`src/rtl/cam_pkg.sv`:
```
// Shared defaults and bank state encoding for the camera line ping-pong buffer.
package cam_pkg;

  localparam int PIX_W_DEF    = 4;
  localparam int LINE_LEN_DEF = 120;
  localparam int ADDR_W_DEF   = 7;
  localparam int CNT_W_DEF    = 8;

  typedef enum logic [1:0] {
    FREE    = 2'd0,
    FILLING = 2'd1,
    HELD    = 2'd2
  } bank_st_t;

endpackage

```
`src/rtl/cam_bank_ram.sv`:
```
// Single-clock simple dual-port line RAM: synchronous write, registered read.
module cam_bank_ram #(
  parameter int    PIX_W    = 4,
  parameter int    ADDR_W   = 7,
  parameter string MEM_FILE = "none"
) (
  input  logic              clk,
  input  logic              we,
  input  logic [ADDR_W-1:0] waddr,
  input  logic [PIX_W-1:0]  wdata,
  input  logic              re,
  input  logic [ADDR_W-1:0] raddr,
  output logic [PIX_W-1:0]  rdata
);

  logic [PIX_W-1:0] mem [0:(2**ADDR_W)-1];

  // Write port.
  always_ff @(posedge clk) begin
    if (we) mem[waddr] <= wdata;
  end

  // Registered read port.
  always_ff @(posedge clk) begin
    if (re) rdata <= mem[raddr];
  end

endmodule

```
`src/rtl/cam_line_pingpong.sv`:
```
// Ping-pong line buffer: camera fills one bank while the reader drains the other.
module cam_line_pingpong
  import cam_pkg::*;
#(
  parameter int    PIX_W    = PIX_W_DEF,
  parameter int    LINE_LEN = LINE_LEN_DEF,
  parameter int    ADDR_W   = ADDR_W_DEF,
  parameter int    CNT_W    = CNT_W_DEF,
  parameter string MEM_FILE = "none"
) (
  input  logic              clk,
  input  logic              rst,
  input  logic              frame_start,
  input  logic              pix_valid,
  input  logic [PIX_W-1:0]  pix_data,
  input  logic              line_end,
  output logic              line_valid,
  output logic [ADDR_W:0]   line_len,
  input  logic              rd_en,
  input  logic [ADDR_W-1:0] rd_addr,
  output logic [PIX_W-1:0]  rd_data,
  output logic              rd_valid,
  input  logic              rd_release,
  output logic [CNT_W-1:0]  drop_cnt,
  output logic              trunc_err
);

  localparam logic [ADDR_W:0] LEN_MAX = (ADDR_W+1)'(LINE_LEN);

  bank_st_t          bank_st [0:1];
  logic              wbank;
  logic              obank;
  logic [ADDR_W:0]   wr_ptr;
  logic [ADDR_W:0]   ptr_next;
  logic              wr_fire;
  logic              release_ok;
  logic              other_free;
  logic              rd_ok;
  logic              rd_ok_q;
  logic              rd_sel_q;
  logic [PIX_W-1:0]  q0;
  logic [PIX_W-1:0]  q1;

  assign obank = ~wbank;

  // Write acceptance, pointer advance and swap eligibility for this cycle.
  always_comb begin
    wr_fire    = pix_valid && (wr_ptr < LEN_MAX);
    ptr_next   = wr_fire ? wr_ptr + 1'b1 : wr_ptr;
    release_ok = rd_release && line_valid;
    // A release in the same cycle frees the other bank before the swap decision.
    other_free = (bank_st[obank] != HELD) || release_ok;
    rd_ok      = rd_en && line_valid && ({1'b0, rd_addr} < line_len);
  end

  // Bank state machine, write pointer, line length and error counters.
  always_ff @(posedge clk) begin
    if (rst) begin
      wbank      <= 1'b0;
      wr_ptr     <= '0;
      bank_st[0] <= FREE;
      bank_st[1] <= FREE;
      line_valid <= 1'b0;
      line_len   <= '0;
      drop_cnt   <= '0;
      trunc_err  <= 1'b0;
    end else begin
      wr_ptr          <= ptr_next;
      bank_st[wbank]  <= FILLING;
      if (pix_valid && !wr_fire) trunc_err <= 1'b1;
      if (release_ok) begin
        bank_st[obank] <= FREE;
        line_valid     <= 1'b0;
      end
      if (frame_start) begin
        wr_ptr <= '0;
      end else if (line_end && (ptr_next != '0)) begin
        wr_ptr <= '0;
        if (other_free) begin
          bank_st[wbank] <= HELD;
          bank_st[obank] <= FILLING;
          wbank          <= obank;
          line_len       <= ptr_next;
          line_valid     <= 1'b1;
        end else if (drop_cnt != '1) begin
          drop_cnt <= drop_cnt + 1'b1;
        end
      end
    end
  end

  // Read-side pipeline: remember which bank answers and whether the hit is in range.
  always_ff @(posedge clk) begin
    if (rst) begin
      rd_valid <= 1'b0;
      rd_ok_q  <= 1'b0;
      rd_sel_q <= 1'b0;
    end else begin
      rd_valid <= rd_en;
      rd_ok_q  <= rd_ok;
      rd_sel_q <= obank;
    end
  end

  assign rd_data = rd_ok_q ? (rd_sel_q ? q1 : q0) : '0;

  cam_bank_ram #(
    .PIX_W    (PIX_W),
    .ADDR_W   (ADDR_W),
    .MEM_FILE (MEM_FILE)
  ) u_bank0 (
    .clk   (clk),
    .we    (wr_fire && (wbank == 1'b0)),
    .waddr (wr_ptr[ADDR_W-1:0]),
    .wdata (pix_data),
    .re    (rd_en),
    .raddr (rd_addr),
    .rdata (q0)
  );

  cam_bank_ram #(
    .PIX_W    (PIX_W),
    .ADDR_W   (ADDR_W),
    .MEM_FILE (MEM_FILE)
  ) u_bank1 (
    .clk   (clk),
    .we    (wr_fire && (wbank == 1'b1)),
    .waddr (wr_ptr[ADDR_W-1:0]),
    .wdata (pix_data),
    .re    (rd_en),
    .raddr (rd_addr),
    .rdata (q1)
  );

endmodule

```
`config.mk`:
```
export PLATFORM = sky130hd
export DESIGN_NAME = cam_line_pingpong
export DESIGN_NICKNAME = d
export VERILOG_FILES = /design/src/rtl/cam_pkg.sv /design/src/rtl/cam_bank_ram.sv /design/src/rtl/cam_line_pingpong.sv
export SDC_FILE = /design/constraint.sdc
export NUM_CORES = 1
export LEC_CHECK = 0
export ABC_AREA = 1
export CAP_MARGIN = 20
export CELL_PAD_IN_SITES_DETAIL_PLACEMENT = 1
export CELL_PAD_IN_SITES_GLOBAL_PLACEMENT = 1
export CORE_MARGIN = 3
export CORE_UTILIZATION = 51
export DETAILED_ROUTE_END_ITERATION = 10
export PLACE_DENSITY_LB_ADDON = 0.1
export SKIP_CTS_REPAIR_TIMING = 1
export SYNTH_ARGS = -nofsm -noshare
export SYNTH_HDL_FRONTEND = slang
export SYNTH_SLANG_ARGS = --single-unit
```
`constraint.sdc`:
```
create_clock -name clk -period 2.2 [get_ports clk]
set_input_delay 0.33 -clock clk [delete_from_list [all_inputs] [get_ports clk]]
set_output_delay 0.33 -clock clk [all_outputs]
set_load 0.03 [all_outputs]
```
Word-level counts from Yosys, hierarchy flattened

Memory sizes are Yosys's and may differ from the RTL's. A register that Yosys moved wholly into a read port is not among the register bits.
Index checks and enable logic that the tools add are counted.
Widths: inputs -> output; s select.

Div/mod/pow operators: 0
Shift-type cells: 0
Reductions and logical operators: 16
Multiplexer cells: 30
Eq/ne operators: 2
Multiply operators: 0
$add $sub $neg: 2
Bitwise operators: 5
$lt $le $gt $ge: 2

Operators by type and width:

| operator            | number |
|---|---|
| $mux 1              | 23 |
| $add 8x1->8 const B | 2 |
| $logic_and 1x1->1   | 8 |
| $lt 7x8->1          | 1 |
| $lt 8x7->1 const B  | 1 |
| $mux 2              | 4 |
| $mux 4              | 2 |
| $mux 8              | 1 |
| $ne 8x8->1 const B  | 1 |
| $reduce_bool 8->1   | 1 |
| $reduce_and 4->1    | 1 |
| $reduce_or 2->1     | 2 |
| $not 1->1           | 3 |
| $reduce_and 3->1    | 1 |
| $reduce_or 3->1     | 1 |
| $ne 2x2->1 const B  | 1 |
| $or 1x1->1          | 2 |
| $logic_not 1->1     | 1 |
| $logic_or 1x1->1    | 1 |

Register bits: 30
Memory bits (read-only): 0
Latch bits: 0
Memories kept: 3
Logic and storage cells: 69
RAM bits: 1,028
Input bits: 18

Memory list:

| name        | words | bits a word | read ports | clocked after memory_dff | wr ports | line                    | source |
|---|---|---|---|---|---|---|---|
| u_bank0.mem | 128   | 4           | 1          | 1                        | 1        | cam_bank_ram.sv:16      | `logic [PIX_W-1:0] mem [0:(2**ADDR_W)-1];` |
| u_bank1.mem | 128   | 4           | 1          | 1                        | 1        | cam_bank_ram.sv:16      |  |
| bank_st     | 2     | 2           | 1          | 0                        | 2        | cam_line_pingpong.sv:30 | `bank_st_t bank_st [0:1];` |

Depth between registers and ports, before layout

Depth in word-level cells: 12
Mapped depth: 15

By module

Synthesis repeated with hierarchy kept, for this count alone.

Cell total of the unflattened synthesis: 4,042
Area total of the unflattened synthesis: 44,984.4 µm²

By module, submodules not included:

| module            | area an instance (µm²) | times used | cells an instance |
|---|---|---|---|
| cam_bank_ram      | 21,535.7               | 2          | 1,886 |
| cam_line_pingpong | 1,913.1                | 1          | 270 |

Worst setup path before layout

No wires, ideal clock.

Path type: flip-flop to flip-flop
Start point: register wr_ptr[0]
End point: memory u_bank0.mem[19][0], enable pin
Data arrival time: 1.557 ns
Setup time: 0.329 ns
Slack: 0.314 ns
Buffers on the path: 1
Stages on the path, launching flop included: 6
Clock period less this slack: 1.886 ns
Path through: dfxtp_1 > inv_2 > nor3_1 > clkbuf_1 > nand2_1 > nor2_1

Cells in the longest elaborated chain, start to end: 5

RTL lines:

| what                         | line                     | source |
|---|---|---|
| from (decl)                  | cam_line_pingpong.sv:33  | `logic [ADDR_W:0] wr_ptr;` |
| from (signal assigned)       | cam_line_pingpong.sv:68  | `wr_ptr <= ptr_next;` |
| $lt 8x7->1                   | cam_line_pingpong.sv:48  | `wr_fire = pix_valid && (wr_ptr < LEN_MAX);` |
| $logic_and 1x1->1            | cam_line_pingpong.sv:48  |  |
| $logic_and 1x1->1            | cam_line_pingpong.sv:113 | `.we (wr_fire && (wbank == 1'b0)),` |
| $mux 1                       | cam_bank_ram.sv:20       | `if (we) mem[waddr] <= wdata;` |
| $mux 1 (not written as such) | cam_bank_ram.sv:20       |  |
| to (decl)                    | cam_bank_ram.sv:16       |  |

Parallel ways exist; a longest one is shown, timed or not.

Worst setup path after layout

Start point: register drop_cnt[7]
End point: output port drop_cnt[7]

RTL lines:

| what                   | line                    | source |
|---|---|---|
| from (decl)            | cam_line_pingpong.sv:24 | `output logic [CNT_W-1:0] drop_cnt,` |
| from (signal assigned) | cam_line_pingpong.sv:86 | `drop_cnt <= drop_cnt + 1'b1;` |

No word-level cell between the ends.

==> flow_summary.toml <==
[timing]
clock-skew-final_ns = 0.02426
max_clock_freq_mhz = 465.3
timing_hold_violations_final = 0
max_slew.worst_pin.slew_ns = 0.7662
timing_max_transition_violations_final = 0
finalCriticalPeriod_ns = 2.149
relative_slew_slack = 0.4876
totalNegativeSetupSlack_ns = 0
finalSetupViolCount = 0
post-route-worst-setup-slack_ns = 0.05067
portion_of_the_clock_cycle_consumed_by_the_worst_path_in_the_final_layout = 0.9770

[cells_and_area]
finish.net_count = 4132
post_layout_instance_count_excluding_filler_cells = 5341
area_growth_syn_to_layout_pct = 18.55
layout-drive-gt1-share = 0.1451
layout.core_utilization = 0.6108

[critical_path]
critPathSlowestCell = "clkdlybuf4s50_1"
worst-r2r-cell-count = 6
regToRegSetupSlack_ns = 0.14
worst-setup-path-type = "flip-flop to output pin"
worst_path_dominant_cell_family = "buffers and inverters"
critPathBufInv = 1
crit_fanout = 4
path_cells = "clkdlybuf4s50_1"
critical_path.endpoint = "drop_cnt[7]"
cp.depth = 1
crit_start = "drop_cnt[7]"
worstPathRequired_ns = 1.87
cp_slowest_stage_delay_ns = 0.72
timing.critical_path.from_type = "flip-flop"
cp.arrival_ns = 1.82
worstReg2RegEnd = "u_bank1.mem[7][2]"
regToRegStartpoint = "wr_ptr[3]"
cp-end-kind = "output pin"

[power]
comb_power_share = 0.069
netSwitchingPower_mw = 10.14
pwr_density_cell_mw_per_mm2 = 845.8
power.total_mw = 44.06
share_seq_of_total_power = 0.510
power.ir.vdd_worst_mv = 0.7935
internal-power_mw = 33.92
power_switching_share = 0.2301
p_leak_nw = 18.11
clock_power_share = 0.421

[place]
port_buffers = 40
placed_instance_count = 5136
finalWeightedCongestion = 0.8959
dp_hpwl_um = 86330
place_worst_setup_slack_ns = -0.3945

[hold_path]
hold_path_startpoint = "pix_data[3]"
min-delay-path-class = "input port to flip-flop"

[yosys]
combinational_family_with_the_most_area_after_synthesis = "simple AND/OR/NAND/NOR gates"
synth_edf_count = 1034
post-synth-top-count-cell = "edfxtp_1"
synth_area_per_cell_sq_um = 11.64
synth.top_cell.area_share = 0.7066
synth_area_in_adders = 0.002278
post_synth_and_or_nand_nor_area_fraction = 0.1446
synth.yosys.seq_area_share = 0.7212
netlist-cell-type-count = 42
synth_top_flop_cell = "edfxtp_1"
netlist.top_cell.by_area = "edfxtp_1"
yosys_warnings = 0
syn-cell-area_sq_mm = 0.04394
yosys.area_share.xor_xnor = 0.001395
asyncSetResetFlopFracSynth = 0
cell_types_with_the_highest_counts_after_synthesis = "edfxtp_1 (1034), nor2_1 (798), nand2_1 (543)"
yosys-top-cells-area = "edfxtp_1 (71%), nor2_1 (6.8%), o21ai_0 (5.9%)"
synthMuxAreaShare = 0
synth_compound_gate_area_share = 0.1004
synth_seq_cells = 1066
instance_count_of_the_mapped_netlist = 3775

[floorplanning]
floorplan.die_area_sq_mm = 0.08972
die_y_um = 299.5
die-width_um = 299.5
num_rows = 107
floorplan.core_area_sq_mm = 0.08528
pin_count = 41
floorplan.initialDensity = 0.5153

[grt]
grtUsageTotal = 0.3067
grt_first_pass_wirelength_um = 209700
first_global_vias = 34447
grt_antenna_before_repair = 1
globalRoute.totalOverflow = 0
maximum_number_of_pins_on_one_net_before_global_route_repair = 88

[clock_tree]
clockRootBuffer = "clkbuf_16"
cts_sinks = 1066
clockBufferDepth = 3
clk_pin_slew_worst_paths_ns = 0.06
clk_latency_ns = 0.71
cts-buffers-inserted = 109
cts_htree_levels = 3
tritoncts = "built"

[detailed_routing]
remaining_drc_errors = 0
iteration_count_of_the_initial_detailed_routing_pass = 5
detailroute.via_count = 31995
post_drt_wl_per_cell_um = 25.68
wirelength_um = 137200
iteration_0_drc_count_of_the_detailed_router = 3203
drt-vias-per-instance = 5.990
antenna_violating_nets_left = 0

[run]
timing.max_cap.violations = 0

[run_status]
run_status = "complete, no violations"
-- routing by layer --
metal / track usage / up-vias / wire length [um] / share of wire
li1: - / 14157 / - / -
met1: 0.4096 / 16339 / 56200 / 0.41
met2: 0.5156 / 1229 / 67070 / 0.49
met3: 0.04389 / 268 / 9117 / 0.066
met4: 0.1115 / 2 / 4769 / 0.035
met5: 0 / - / 13 / 0.000095
-- cell usage in the layout, fill, tap and decap left out, drive strengths merged, types with 8 or more instances in the layout --
cell type,count
o22ai,256
clkdlybuf4s50,23
nand2,557
nand4,14
edfxtp,1034
bufinv,11
o21ai,520
clkbuf,136
dfxtp,32
nand3,203
buf,384
ha,8
nor2,801
conb,64
inv,43
clkinv,54
a21oi,26
-- power groups by stage --
stage                     Clock (mW)  Sequential [mW]  Combinational, mW
final                           18.5             22.5               3.05
after global routing            19.6             22.5               3.30
after global placement             0             22.9               2.87
after detailed placement           0             22.9               2.98
after floorplan                    0             22.9               1.50
after CTS                       18.8             22.5               3.01
-- cell families (layout without fill, tap and decap cells) --
logic type	after synthesis	in the layout
adders and majority gates	8	8
DFF	1066	1066
buffers and inverters	303	661
and+or+nand+nor	1582	1582
xor gates and xnor gates	7	7
other	1	65
AOI/OAI and AO/OA	808	808
-- sequential cells by signal, indices dropped and copies added (netlist names) --
| signal | count |
|---|---|
| bank_st | 4 |
| drop_cnt | 8 |
| line_len | 8 |
| line_valid | 1 |
| rd_ok_q | 1 |
| rd_sel_q | 1 |
| rd_valid | 1 |
| trunc_err | 1 |
| u_bank0.mem | 512 |
| u_bank0.rdata | 4 |
| u_bank1.mem | 512 |
| u_bank1.rdata | 4 |
| wbank | 1 |
| wr_ptr | 8 |
-- metrics by stage --
| stage | instance area (sq um) | hold slack, ns |
|---|---|---|
| after floorplan | 44180 | 0.4289 |
| after global placement | 48510 | 0.4799 |
| after detailed placement | 48510 | 0.4870 |
| after CTS | 52050 | -0.04452 |
| after global routing | 52090 | 0.04403 |
| final | 52090 | 0.06288 |
-- cell type report --
cell class                      instances  area, sq um
Tap cell                             1144         1431
Clock buffer                          133         2902
Timing Repair Buffer                  417         4005
Inverter                               43        186.4
Multi-Input combinational cell       2469        11220
Sequential cell                      1066        31700
Antenna cell                            1        2.502
Fill cell                            8724        33190
Clock inverter                         68        641.9
-- worst min-delay path by stage --
stage | endpoint | slack, ns | cells past startpoint
finish | u_bank0.mem[56][3] | 0.06 | 1
global placement | trunc_err | 0.48 | 2
detailed placement | line_len[7] | 0.49 | 2
floorplan | u_bank0.mem[0][0] | 0.43 | 0
CTS | u_bank1.mem[56][1] | -0.04 | 1
global route | u_bank0.mem[56][3] | 0.04 | 1
No activity file was read; power rests on OpenSTA's default activity.
